[src/rtl/screen_pkg.sv]
// Shared types for the screen sequencer: displayed-screen ids, sequencer states
// and the full-brightness constant.
package screen_pkg;

    typedef enum logic [1:0] {
        SCR_START = 2'd0,
        SCR_PLAY  = 2'd1,
        SCR_OVER  = 2'd2
    } screen_e;

    typedef enum logic [1:0] {
        SHOW,
        FADE_OUT,
        FADE_IN
    } seq_state_e;

    localparam logic [4:0] BRIGHT_MAX = 5'd16;

endpackage

[src/rtl/rgb_fader.sv]
// Combinational brightness scaling of a {r,g,b} 4:4:4 pixel by a 0..16 level.
// Each channel is (c * bright) >> 4, so 16 passes through and 0 is black.
module rgb_fader (
    input  logic [11:0] i_rgb,
    input  logic [4:0]  i_bright,
    output logic [11:0] o_rgb
);

    always_comb begin
        o_rgb = 12'd0;
        for (int ch = 0; ch < 3; ch++) begin
            o_rgb[ch*4 +: 4] = 4'((8'(i_rgb[ch*4 +: 4]) * 8'(i_bright)) >> 4);
        end
    end

endmodule

[src/rtl/screen_sequencer.sv]
// Start/play/game-over sequencer with frame-synchronous fade-out/fade-in on every
// screen change; RGB path is registered, one vga_clk of latency, no backpressure.
module screen_sequencer
    import screen_pkg::*;
#(
    parameter int unsigned FADE_STEP_FRAMES = 1,
    parameter int unsigned H_ACTIVE         = 640,
    parameter int unsigned V_ACTIVE         = 480
) (
    input  logic        vga_clk,
    input  logic        reset,
    input  logic [9:0]  DrawX,
    input  logic [9:0]  DrawY,
    input  logic        blank,
    input  logic        start_pressed,
    input  logic        game_over,
    input  logic [11:0] start_rgb,
    input  logic [11:0] game_rgb,
    input  logic [11:0] over_rgb,
    output logic [3:0]  red,
    output logic [3:0]  green,
    output logic [3:0]  blue,
    output logic [1:0]  screen_id,
    output logic        game_enable,
    output logic        game_reset,
    output logic        fading
);

    localparam logic [7:0] STEP_LAST = 8'(FADE_STEP_FRAMES - 1);

    seq_state_e  r_state, w_state_nxt;
    screen_e     r_screen, w_screen_nxt;
    screen_e     r_target, w_target_nxt;
    logic [4:0]  r_bright, w_bright_nxt;
    logic [7:0]  r_step_cnt, w_step_nxt;
    logic        r_game_reset, w_game_reset_nxt;
    logic        w_fade_begin;

    logic        w_at_origin;
    logic        r_origin_d;
    logic        r_tick;
    logic        r_start_d;
    logic        r_start_req;
    logic        r_over_req;

    logic [11:0] w_src;
    logic [11:0] w_scaled;
    logic [11:0] r_rgb;

    // Edge-detected so a held (0,0) still yields one tick per frame.
    assign w_at_origin = (DrawX == 10'd0) && (DrawY == 10'd0);

    always_ff @(posedge vga_clk or posedge reset) begin
        if (reset) begin
            r_origin_d <= 1'b0;
            r_tick     <= 1'b0;
            r_start_d  <= 1'b0;
        end else begin
            r_origin_d <= w_at_origin;
            r_tick     <= w_at_origin & ~r_origin_d;
            r_start_d  <= start_pressed;
        end
    end

    always_ff @(posedge vga_clk or posedge reset) begin
        if (reset) begin
            r_start_req <= 1'b0;
            r_over_req  <= 1'b0;
        end else if (r_state != SHOW || w_fade_begin) begin
            r_start_req <= 1'b0;
            r_over_req  <= 1'b0;
        end else begin
            if (start_pressed && !r_start_d) r_start_req <= 1'b1;
            if (game_over && r_screen == SCR_PLAY) r_over_req <= 1'b1;
        end
    end

    always_ff @(posedge vga_clk or posedge reset) begin
        if (reset) begin
            r_state      <= SHOW;
            r_screen     <= SCR_START;
            r_target     <= SCR_PLAY;
            r_bright     <= BRIGHT_MAX;
            r_step_cnt   <= 8'd0;
            r_game_reset <= 1'b0;
        end else begin
            r_state      <= w_state_nxt;
            r_screen     <= w_screen_nxt;
            r_target     <= w_target_nxt;
            r_bright     <= w_bright_nxt;
            r_step_cnt   <= w_step_nxt;
            r_game_reset <= w_game_reset_nxt;
        end
    end

    always_comb begin
        w_state_nxt      = r_state;
        w_screen_nxt     = r_screen;
        w_target_nxt     = r_target;
        w_bright_nxt     = r_bright;
        w_step_nxt       = r_step_cnt;
        w_game_reset_nxt = 1'b0;
        w_fade_begin     = 1'b0;
        if (r_tick) begin
            case (r_state)
                SHOW: begin
                    if (r_screen == SCR_PLAY) begin
                        if (r_over_req) begin
                            w_fade_begin = 1'b1;
                            w_target_nxt = SCR_OVER;
                        end
                    end else if (r_start_req) begin
                        w_fade_begin = 1'b1;
                        w_target_nxt = SCR_PLAY;
                    end
                    if (w_fade_begin) begin
                        w_state_nxt = FADE_OUT;
                        w_step_nxt  = 8'd0;
                    end
                end
                FADE_OUT: begin
                    if (r_step_cnt == STEP_LAST) begin
                        w_step_nxt   = 8'd0;
                        w_bright_nxt = r_bright - 5'd1;
                        // Screen swaps at the black point, which is always a frame start.
                        if (r_bright == 5'd1) begin
                            w_state_nxt      = FADE_IN;
                            w_screen_nxt     = r_target;
                            w_game_reset_nxt = (r_target == SCR_PLAY);
                        end
                    end else begin
                        w_step_nxt = r_step_cnt + 8'd1;
                    end
                end
                FADE_IN: begin
                    if (r_step_cnt == STEP_LAST) begin
                        w_step_nxt   = 8'd0;
                        w_bright_nxt = r_bright + 5'd1;
                        if (r_bright == BRIGHT_MAX - 5'd1) w_state_nxt = SHOW;
                    end else begin
                        w_step_nxt = r_step_cnt + 8'd1;
                    end
                end
                default: w_state_nxt = SHOW;
            endcase
        end
    end

    always_comb begin
        fading      = (r_state != SHOW);
        game_enable = (r_state == SHOW) && (r_screen == SCR_PLAY);
    end

    assign screen_id  = r_screen;
    assign game_reset = r_game_reset;

    always_comb begin
        case (r_screen)
            SCR_PLAY: w_src = game_rgb;
            SCR_OVER: w_src = over_rgb;
            default:  w_src = start_rgb;
        endcase
    end

    rgb_fader u_fader (
        .i_rgb    (w_src),
        .i_bright (r_bright),
        .o_rgb    (w_scaled)
    );

    always_ff @(posedge vga_clk or posedge reset) begin
        if (reset) r_rgb <= 12'd0;
        else       r_rgb <= blank ? w_scaled : 12'd0;
    end

    assign {red, green, blue} = r_rgb;

    a_active_in_range: assert property (@(posedge vga_clk) disable iff (reset)
        blank |-> (32'(DrawX) < H_ACTIVE && 32'(DrawY) < V_ACTIVE));

endmodule
[config.mk]
export PLATFORM = sky130hd
export DESIGN_NAME = screen_sequencer
export DESIGN_NICKNAME = d
export VERILOG_FILES = /design/src/rtl/screen_pkg.sv /design/src/rtl/rgb_fader.sv /design/src/rtl/screen_sequencer.sv
export SDC_FILE = /design/constraint.sdc
export NUM_CORES = 1
export LEC_CHECK = 0
export BUFFER_PORTS_ARGS = -buffer_cell sky130_fd_sc_hd__buf_2
export CORE_MARGIN = 1.5
export CORE_UTILIZATION = 60
export CTS_CLUSTER_SIZE = 12
export DETAILED_ROUTE_END_ITERATION = 6
export PLACE_DENSITY_LB_ADDON = 0.15
export SLEW_MARGIN = 20
export SYNTH_ARGS = -nofsm -noshare
export SYNTH_HDL_FRONTEND = slang
export SYNTH_HIERARCHICAL = 1
export SYNTH_SLANG_ARGS = --single-unit
export TNS_END_PERCENT = 5
[constraint.sdc]
create_clock -name vga_clk -period 7.49 [get_ports vga_clk]
set_input_delay 0 -clock vga_clk [delete_from_list [all_inputs] [get_ports vga_clk]]
set_output_delay 0 -clock vga_clk [all_outputs]
set_load 0.005 [all_outputs]
==> results of run 1 <==
-- how the worst min path moves through the flow --
stage	depth (start not counted)	start	to
after floorplan	0	start_pressed	r_start_d
after global placement	2	reset	r_rgb[8]
after detailed placement	2	reset	r_rgb[8]
after CTS	2	blank	r_rgb[9]
after global routing	2	blank	r_rgb[8]
final	2	blank	r_rgb[8]
-- worst max-delay path, delay by kind of cell, from the launching register on --
family          cells  cell delay (ns)
fa+ha+maj           4             2.09
compound gates      4             0.91
simple gates        2             0.44
flops               1             0.41
buf+inv             3             0.15
xor+xnor            1             0.10
-- through the flow --
stage	cells	hold slack [ns]	power, W
2_1_floorplan	390	0.03143	0.0002123
3_3_place_gp	527	-0.02059	0.0002313
3_5_place_dp	527	-0.01829	0.0002318
4_1_cts	544	0.08008	0.0003771
5_1_grt	544	0.08332	0.0003909
6_report	544	0.07794	0.0003744
-- layout make-up --
cell class	count	share of cell area
Multi-Input combinational cell	307	0.5798
Sequential cell	37	0.2274
Timing Repair Buffer	87	0.1183
Inverter	33	0.03034
Tap cell	72	0.02207
Clock buffer	5	0.01686
Clock inverter	3	0.005210
-- flip-flops by register name, summed over array words and instances, names as in the netlist --
name	flops
game_reset	1
r_origin_d	1
r_start_d	1
r_start_req	1
r_state	2
screen_id	2
r_tick	1
r_bright	5
r_target	2
r_rgb	12
r_over_req	1
r_step_cnt	8
-- kinds of logic after synthesis --
| logic type | Yosys count | share of synthesized area |
|---|---|---|
| muxes | 8 | 0.02554 |
| xor gates and xnor gates | 26 | 0.06547 |
| AOI/OAI and AO/OA | 77 | 0.1482 |
| adders and majority gates | 54 | 0.2266 |
| and+or+nand+nor | 142 | 0.2148 |
| buffers and inverters | 46 | 0.05252 |
| DFF | 37 | 0.2669 |
-- where the power goes --
| group | total (W) | leakage (nW) | internal [W] | switching [W] |
|---|---|---|---|---|
| logic | 0.0000297 | 1.61 | 0.0000149 | 0.0000149 |
| registers | 0.000200 | 0.503 | 0.000200 | 0.000000102 |
| clock network | 0.000145 | 0.0445 | 0.0000660 | 0.0000786 |
| total | 0.000374 | 2.16 | 0.000281 | 0.0000936 |
-- metal layers --
metal / vias to the layer above / global-route usage / part of all wire
li1: 1489 / - / -
met1: 1427 / 0.3697 / 0.44
met2: 104 / 0.4872 / 0.49
met3: 16 / 0.03908 / 0.056
met4: 0 / 0.08246 / 0.019
met5: - / 0 / 0
-- cells in the final DEF, fill, tap and decap left out, types with 2 or more instances in the layout --
cell	count
a2111oi_0	2
a21oi_1	20
a22oi_1	12
a41oi_1	3
and2_1	46
buf_2	77
clkbuf_8	5
dfrtp_1	35
dfstp_2	2
dlygate4sd3_1	9
fa_1	15
ha_1	39
inv_1	33
mux2_2	3
mux2i_1	4
nand2_1	49
nand3_1	7
nand4_1	5
nor2_1	13
nor2b_1	2
nor3_1	4
nor4_1	5
o21ai_0	24
o21ai_2	3
o21ba_2	2
o21bai_2	3
xnor2_1	13
xor2_1	13
==> summary.txt, run 1 <==
status: complete, no violations
Required @ worst endpoint: 7.68 ns
Synth area leaders: dfrtp_1 (25%), ha_1 (14%), fa_1 (8.6%)
Seq. cell area: 928.4 um^2
Final GP Congestion: 0.8780
first-pass GRT wire length: 13,930 um
clk buf depth: 2
Leakage: 2.158 nW
most frequent cells after synthesis: nand2_1 (49), and2_1 (46), ha_1 (39)
crit path to: r_rgb[11]
post-CTS sizing: 0
fin nets: 586
buffers added on ports: 77
setup TNS: 0 ns
CP max stage delay: 0.72 ns
CP max FO: 24
Synth async-reset ratio: 1.000
pwr/cell area: 91.70 mW/mm^2
First DRT Iteration DRCs: 195
fin crit period: 4.216 ns
area occupied by multi-input gates: 0.002367 mm^2
Overall Global Routing Usage: 0.2831
RSZ-0062 raised after global routing: no
Worst Setup SP: screen_id[0]
Critical Path Source Type: register
number of flops mapped to enable cells by yosys: 0
Overflow after GRT: 0
Post-CTS Hold Buffers: 9
wire per inst: 14.83 um
Slowest cell on crit path: ha_1
register area share after synthesis: 0.2669
Yosys cell types: 48
reg2reg start: screen_id[0]
clock root buffer: clkbuf_8
worst hold-check path type: in -> reg
area grow syn2layout: 17.37%
n_diodes: 0
core area: 0.005540 mm^2
Initial Util: 0.6278
Detail Route Antenna Nets: 0
syn avg cell area: 8.919 um^2
critical-path cell list: inv_1 > ha_1 > o21ai_0 > and2_1 > fa_1 > inv_1 > fa_1 > inv_1 > ha_1 > a21oi_1 > o21ai_0 > a41oi_1 > xnor2_1 > and2_1
total die area: 0.006263 mm^2
clk_skew: 0.007051 ns
vias in the first global route: 3,034
clk_lat worst skew: 0.30 ns
final hold viol count: 0
detailed-route DRC error count: 0
worst r2r dst: r_rgb[11]
maximum vdd drop: 0.06826 mV
Gate Count Post-Synth: 390
worst-margin pin slew: 0.7486 ns
first-pass detailed-route iteration total: 5
fillers: 451
post-synth top area cell: dfrtp_1
Post-Route WL: 8066 um
detailed-route via count: 3,036
largest net degree at the start of global routing: 30
CTS Buf Count: 5
top cell type's share of synthesized area: 0.2518
H-tree depth: 2
R2R Setup Slk: 3.27 ns
R2R depth: 14
Die H: 79.14 um
top-count cell post-synth: nand2_1
max cap viols: 0
dpl hpwl: 6230 um
maximum clock frequency: 0.2372 GHz
top_reg_cell synth: dfrtp_1
Top Ports: 78
CTS tree: yes
fin crit share: 0.5628
flops & latches, synth: 37
Vias/cell: 5.581
fin util: 0.7369
initial antenna violation count: 0
clock sink count: 37
Max Slew Vio Count: 0
crit path kind: reg -> reg
relative slew slack: 0.5009
Mapped Area: 0.003478 mm^2
Setup crit end kind: register
cell area after layout: 0.004083 mm^2
Post-Syn Nets: 505
crit path DAT: 4.41 ns
Yosys Warn Count: 6
Worst-path clk slew: 0.08 ns
Worst path most repeated cell: inv_1
final worst slack: 3.274 ns
row cnt: 27
count of final setup violators: 0
die width: 79.14 um
post-placement cell area: 0.003902 mm^2
share of layout cells above drive strength 1: 0.2331
post-place setup slack: 3.300 ns
Post-CTS Setup Bufs: 0
Note: power is estimated with default switching activity, not from simulation.
==> run 2: changes to the inputs <==
CORE_UTILIZATION = 55   (was 60)
clock period = 4.3 ns   (was 7.49 ns; I/O delays follow)
==> summary.txt, run 2 (synthesis results as in run 1) <==
status: complete, no violations (unchanged)
Seq. cell area: 928.4 um^2 (unchanged)
Required @ worst endpoint: 4.54 ns (was 7.68 ns)
core area: 0.006026 mm^2 (was 0.005540 mm^2)
Worst Setup SP: screen_id[1] (was screen_id[0])
Overall Global Routing Usage: 0.2491 (was 0.2831)
maximum vdd drop: 0.1328 mV (was 0.06826 mV)
share of layout cells above drive strength 1: 0.2379 (was 0.2331)
H-tree depth: 2 (unchanged)
Detail Route Antenna Nets: 0 (unchanged)
dpl hpwl: 5924 um (was 6230 um)
Largest regs: r_rgb x12, r_step_cnt x8, r_bright x5 (unchanged)
final hold viol count: 0 (unchanged)
Largest register FFs: 12 (unchanged)
met2 WL post-DR: 3634 um (was 3952 um)
Top reg by flops: r_rgb (unchanged)
worst r2r dst: r_rgb[9] (was r_rgb[11])
Initial Util: 0.5772 (was 0.6278)
fillers: 503 (was 451)
setup TNS: 0 ns (unchanged)
reg2reg start: screen_id[1] (was screen_id[0])
R2R Setup Slk: 0.40 ns (was 3.27 ns)
Critical Path Source Type: register (unchanged)
total die area: 0.006810 mm^2 (was 0.006263 mm^2)
Post-CTS Setup Bufs: 0 (unchanged)
clk_lat worst skew: 0.30 ns (about the same)
Top Ports: 78 (unchanged)
worst-margin pin slew: 0.5171 ns (was 0.7486 ns)
Max Slew Vio Count: 0 (unchanged)
n_diodes: 0 (unchanged)
Overflow after GRT: 0 (unchanged)
WHS Path Cells: 2 (unchanged)
wl on met1: 3690 um (was 3509 um)
crit path to: r_rgb[9] (was r_rgb[11])
CTS Buf Count: 5 (unchanged)
max cap viols: 0 (unchanged)
first-pass detailed-route iteration total: 4 (was 5)
worst hold-check path type: in -> reg (unchanged)
CP max FO: 9 (was 24)
initial antenna violation count: 0 (unchanged)
detailed-route DRC error count: 0 (unchanged)
vias in the first global route: 2,969 (was 3,034)
Die H: 82.53 um (was 79.14 um)
clock root buffer: clkbuf_8 (unchanged)
pwr/cell area: 171.9 mW/mm^2 (was 91.70 mW/mm^2)
clk_skew: 0.005027 ns (was 0.007051 ns)
WP depth: 15 (was 14)
CP max stage delay: 0.55 ns (was 0.72 ns)
R2R depth: 15 (was 14)
area grow syn2layout: 18.81% (was 17.37%)
area occupied by multi-input gates: 0.002370 mm^2 (was 0.002367 mm^2)
RSZ-0062 raised after global routing: no (unchanged)
detailed-route via count: 2,963 (was 3,036)
Worst-path clk slew: 0.08 ns (about the same)
met3 routed WL: 310 um (was 451 um)
row cnt: 28 (was 27)
count of final setup violators: 0 (unchanged)
Leakage: 2.179 nW (was 2.158 nW)
First DRT Iteration DRCs: 102 (was 195)
overall power: 0.0007102 W (was 0.0003744 W)
clk buf depth: 2 (unchanged)
Vias/cell: 5.387 (was 5.581)
die width: 82.53 um (was 79.14 um)
commonest non-fill, non-tap cell in the layout: buf_2 (unchanged)
fin crit share: 0.9079 (was 0.5628)
CP delay by family, top: adder cells (unchanged)
Final GP Congestion: 0.8514 (was 0.8780)
buffers added on ports: 77 (unchanged)
CTS tree: yes (unchanged)
largest net degree at the start of global routing: 38 (was 30)
Post-Route WL: 7744 um (was 8066 um)
Slowest cell on crit path: fa_1 (was ha_1)
fin nets: 589 (was 586)
fin crit period: 3.904 ns (was 4.216 ns)
DR top layer: met4 (unchanged)
clock sink count: 37 (unchanged)
maximum clock frequency: 0.2562 GHz (was 0.2372 GHz)
crit path DAT: 4.14 ns (was 4.41 ns)
CP Buf/Inv Count: 3 (unchanged)
critical-path cell list: inv_1 > ha_1 > buf_4 > a22oi_1 > o21ai_0 > nand2_1 > fa_1 > inv_1 > fa_1 > ha_1 > nand4_1 > o21ba_2 > o21bai_2 > xor2_1 > and2_1 (was inv_1 > ha_1 > o21ai_0 > and2_1 > fa_1 > inv_1 > fa_1 > inv_1 > ha_1 > a21oi_1 > o21ai_0 > a41oi_1 > xnor2_1 > and2_1)
crit path kind: reg -> reg (unchanged)
commonest non-fill, non-tap cells in the layout: buf_2 (77), nand2_1 (49), and2_1 (46), ha_1 (38), dfrtp_1 (35) (was buf_2 (77), nand2_1 (49), and2_1 (46), ha_1 (39), dfrtp_1 (35))
first-pass GRT wire length: 12,920 um (was 13,930 um)
wire per inst: 14.08 um (was 14.83 um)
relative slew slack: 0.6463 (was 0.5009)
Setup crit end kind: register (unchanged)
==> run 2: changes by cell type in the layout (fill, tap and decap cells not counted) <==
| cell | delta |
|---|---|
| buf_4 | +3 |
| bufinv_16 | +1 |
| clkbuf_1 | +1 |
| clkinv_2 | -1 |
| clkinv_4 | +1 |
| clkinvlp_4 | -1 |
| ha_1 | -1 |
| ha_2 | +1 |
| inv_6 | -1 |
==> run 2: area by class of cell <==
class,count,area share
Clock buffer,6,0.01756
Clock inverter,2,0.009385
Inverter,33,0.02997
Multi-Input combinational cell,307,0.5734
Sequential cell,37,0.2246
Tap cell,75,0.02271
Timing Repair Buffer,90,0.1223
==> run 2: worst min path at each step <==
stage,from,to
after floorplan,start_pressed,r_start_d
after global placement,start_pressed,r_start_d
after detailed placement,start_pressed,r_start_d
after CTS,blank,r_rgb[10]
after global routing,blank,r_rgb[1]
final,blank,r_rgb[1]
==> run 2: power breakdown <==
group	internal (W)	total, W	switching, W
clock	0.000174	0.000311	0.000137
sequential	0.000348	0.000348	0.000000127
combinational	0.0000259	0.0000506	0.0000247
total	0.000548	0.000710	0.000162
==> run 2: metal layers <==
metal  vias to the layer above  global-route usage
met5                         -                   0
met4                         0             0.08500
met3                         9             0.03187
met2                        64              0.4236
met1                      1401              0.3256
li1                       1489                   -
==> run 2: repair_timing <==
| action | in CTS | in global routing |
|---|---|---|
| hold buffers | 9 | 0 |
| resized for setup | 0 | 1 |
| hold endpoints to repair | 38 | 0 |
| endpoints found under the setup margin | 0 | 3 |
==> run 2: through the flow <==
step,util,instances,hold WS (ns),setup slack [ns],area (um^2)
2_1_floorplan,-,390,0.03143,0.6237,3478
3_3_place_gp,0.6520,533,0.1226,0.3481,3929
3_5_place_dp,0.6520,533,0.1236,0.2300,3929
4_1_cts,0.6854,550,0.06719,0.2170,4130
5_1_grt,0.6858,550,0.07602,0.1012,4133
6_report,0.6858,550,0.07082,0.3961,4133
==> run 3: changes to the inputs <==
CORE_UTILIZATION = 50   (was 55)
==> summary.txt, run 3 (synthesis results as in run 1) <==
status: complete, no violations (unchanged)
fillers: 618 (was 503)
area occupied by multi-input gates: 0.002367 mm^2 (was 0.002370 mm^2)
P_int: 0.0004899 W (was 0.0005483 W)
Switching Fraction: 0.2581 (was 0.2280)
setup TNS: 0 ns (unchanged)
Seq. cell area: 928.4 um^2 (unchanged)
crit path to: r_rgb[3] (was r_rgb[9])
Vias/cell: 5.351 (was 5.387)
CTS tree: yes (unchanged)
initial antenna violation count: 0 (unchanged)
total die area: 0.007466 mm^2 (was 0.006810 mm^2)
worst r2r dst: r_rgb[3] (was r_rgb[9])
R2R depth: 14 (was 15)
core area: 0.006756 mm^2 (was 0.006026 mm^2)
buffers added on ports: 77 (unchanged)
H-tree depth: 2 (unchanged)
crit path DAT: 4.17 ns (was 4.14 ns)
relative slew slack: 0.6121 (was 0.6463)
CP max FO: 17 (was 9)
clock sink count: 37 (unchanged)
Gate power share: 0.081 (was 0.071)
first-pass GRT wire length: 12,990 um (was 12,920 um)
Critical Path Source Type: register (unchanged)
Post-Route WL: 7761 um (was 7744 um)
Max Slew Vio Count: 0 (unchanged)
area grow syn2layout: 18.31% (was 18.81%)
clk buf depth: 2 (unchanged)
pwr/cell area: 160.5 mW/mm^2 (was 171.9 mW/mm^2)
Setup crit end kind: register (unchanged)
clk_lat worst skew: 0.30 ns (about the same)
Largest regs: r_rgb x12, r_step_cnt x8, r_bright x5 (unchanged)
Detail Route Antenna Nets: 0 (unchanged)
detailed-route DRC error count: 0 (unchanged)
count of final setup violators: 0 (unchanged)
fin nets: 589 (unchanged)
max cap viols: 0 (unchanged)
fin crit period: 3.979 ns (was 3.904 ns)
Worst Setup SP: screen_id[0] (was screen_id[1])
vias in the first global route: 3,013 (was 2,969)
first-pass detailed-route iteration total: 4 (unchanged)
wire per inst: 13.98 um (was 14.08 um)
Top Ports: 78 (unchanged)
worst-margin pin slew: 0.5671 ns (was 0.5171 ns)
fin crit share: 0.9254 (was 0.9079)
commonest non-fill, non-tap cells in the layout: buf_2 (77), nand2_1 (49), and2_1 (46), ha_1 (39), dfrtp_1 (35) (was buf_2 (77), nand2_1 (49), and2_1 (46), ha_1 (38), dfrtp_1 (35))
detailed-route via count: 2,970 (was 2,963)
worst hold-check path type: in -> reg (unchanged)
Reg power frac: 0.527 (was 0.490)
NetSw: 0.0001705 W (was 0.0001619 W)
Required @ worst endpoint: 4.49 ns (was 4.54 ns)
row cnt: 30 (was 28)
RSZ-0062 raised after global routing: no (unchanged)
Largest register FFs: 12 (unchanged)
crit path kind: reg -> reg (unchanged)
R2R Setup Slk: 0.32 ns (was 0.40 ns)
CTS Buf Count: 5 (unchanged)
Overflow after GRT: 0 (unchanged)
Top reg by flops: r_rgb (unchanged)
First DRT Iteration DRCs: 137 (was 102)
maximum vdd drop: 0.1125 mV (was 0.1328 mV)
Clock power frac: 0.392 (was 0.438)
dpl hpwl: 5969 um (was 5924 um)
clock root buffer: clkbuf_8 (unchanged)
Overall Global Routing Usage: 0.2179 (was 0.2491)
die width: 86.41 um (was 82.53 um)
Worst-path clk slew: 0.09 ns (was 0.08 ns)
commonest non-fill, non-tap cell in the layout: buf_2 (unchanged)
final hold viol count: 0 (unchanged)
clk_skew: 0.005802 ns (was 0.005027 ns)
Die H: 86.41 um (was 82.53 um)
reg2reg start: screen_id[0] (was screen_id[1])
Leakage: 2.167 nW (was 2.179 nW)
Final GP Congestion: 0.8022 (was 0.8514)
largest net degree at the start of global routing: 38 (unchanged)
n_diodes: 0 (unchanged)
Initial Util: 0.5148 (was 0.5772)
overall power: 0.0006604 W (was 0.0007102 W)
maximum clock frequency: 0.2513 GHz (was 0.2562 GHz)
share of layout cells above drive strength 1: 0.2379 (unchanged)
==> run 3: area by class of cell <==
class / instances / area share
multi-input cells: 307 / 0.5753
clock buffers: 5 / 0.01672
well taps: 80 / 0.02432
repair buffers: 90 / 0.1228
flip-flops and latches: 37 / 0.2256
inverters: 33 / 0.03010
clock inverters: 3 / 0.005169
==> run 3: per-stage QoR <==
step	utilization	hold WS [ns]	std cells	setup slack, ns	cell area [um^2]
3_3_place_gp	0.5824	0.1188	538	0.4469	3935
3_5_place_dp	0.5824	0.1275	538	0.3342	3935
5_1_grt	0.6091	0.07763	555	0.04178	4115
2_1_floorplan	-	0.03143	390	0.6237	3478
6_report	0.6091	0.04558	555	0.3207	4115
4_1_cts	0.6091	0.03929	555	0.3358	4115
==> run 3: how the worst min path moves through the flow <==
stage | end | startpoint | depth (start not counted)
5_1_grt | r_rgb[6] | blank | 2
2_1_floorplan | r_start_d | start_pressed | 0
3_3_place_gp | r_start_d | start_pressed | 1
6_report | r_over_req | game_over | 5
3_5_place_dp | r_start_d | start_pressed | 1
4_1_cts | r_over_req | game_over | 5
==> run 3: layer usage <==
| metal | GRT usage | routed length [um] |
|---|---|---|
| met2 | 0.3899 | 3986 |
| met3 | 0.03714 | 300 |
| met1 | 0.2590 | 3363 |
| met4 | 0.08651 | 111 |
| met5 | 0 | 0 |
==> run 3: power groups by stage <==
stage	Combinational (W)	Sequential (W)	Clock (W)
5_1_grt	0.0000594	0.000348	0.000280
6_report	0.0000532	0.000348	0.000259
4_1_cts	0.0000533	0.000348	0.000268
3_5_place_dp	0.0000498	0.000355	0
2_1_floorplan	0.0000147	0.000355	0
3_3_place_gp	0.0000496	0.000355	0
==> run 3: critical path, cell delays in order (launching register included) <==
cell and delay [ns]:
dfrtp_1 0.39, inv_1 0.06, ha_1 0.58, o21ai_0 0.33, and2_1 0.27, fa_1 0.54
inv_1 0.06, fa_1 0.53, inv_1 0.05, ha_1 0.36, a21oi_1 0.17, o21ai_0 0.09
a41oi_1 0.20, xnor2_1 0.09, and2_1 0.15
==> run 3: what timing repair did <==
action	4_1_cts	5_1_grt
setup buffers	0	0
hold buffers	9	0
hold endpoints to repair	38	0
resized for setup	0	0
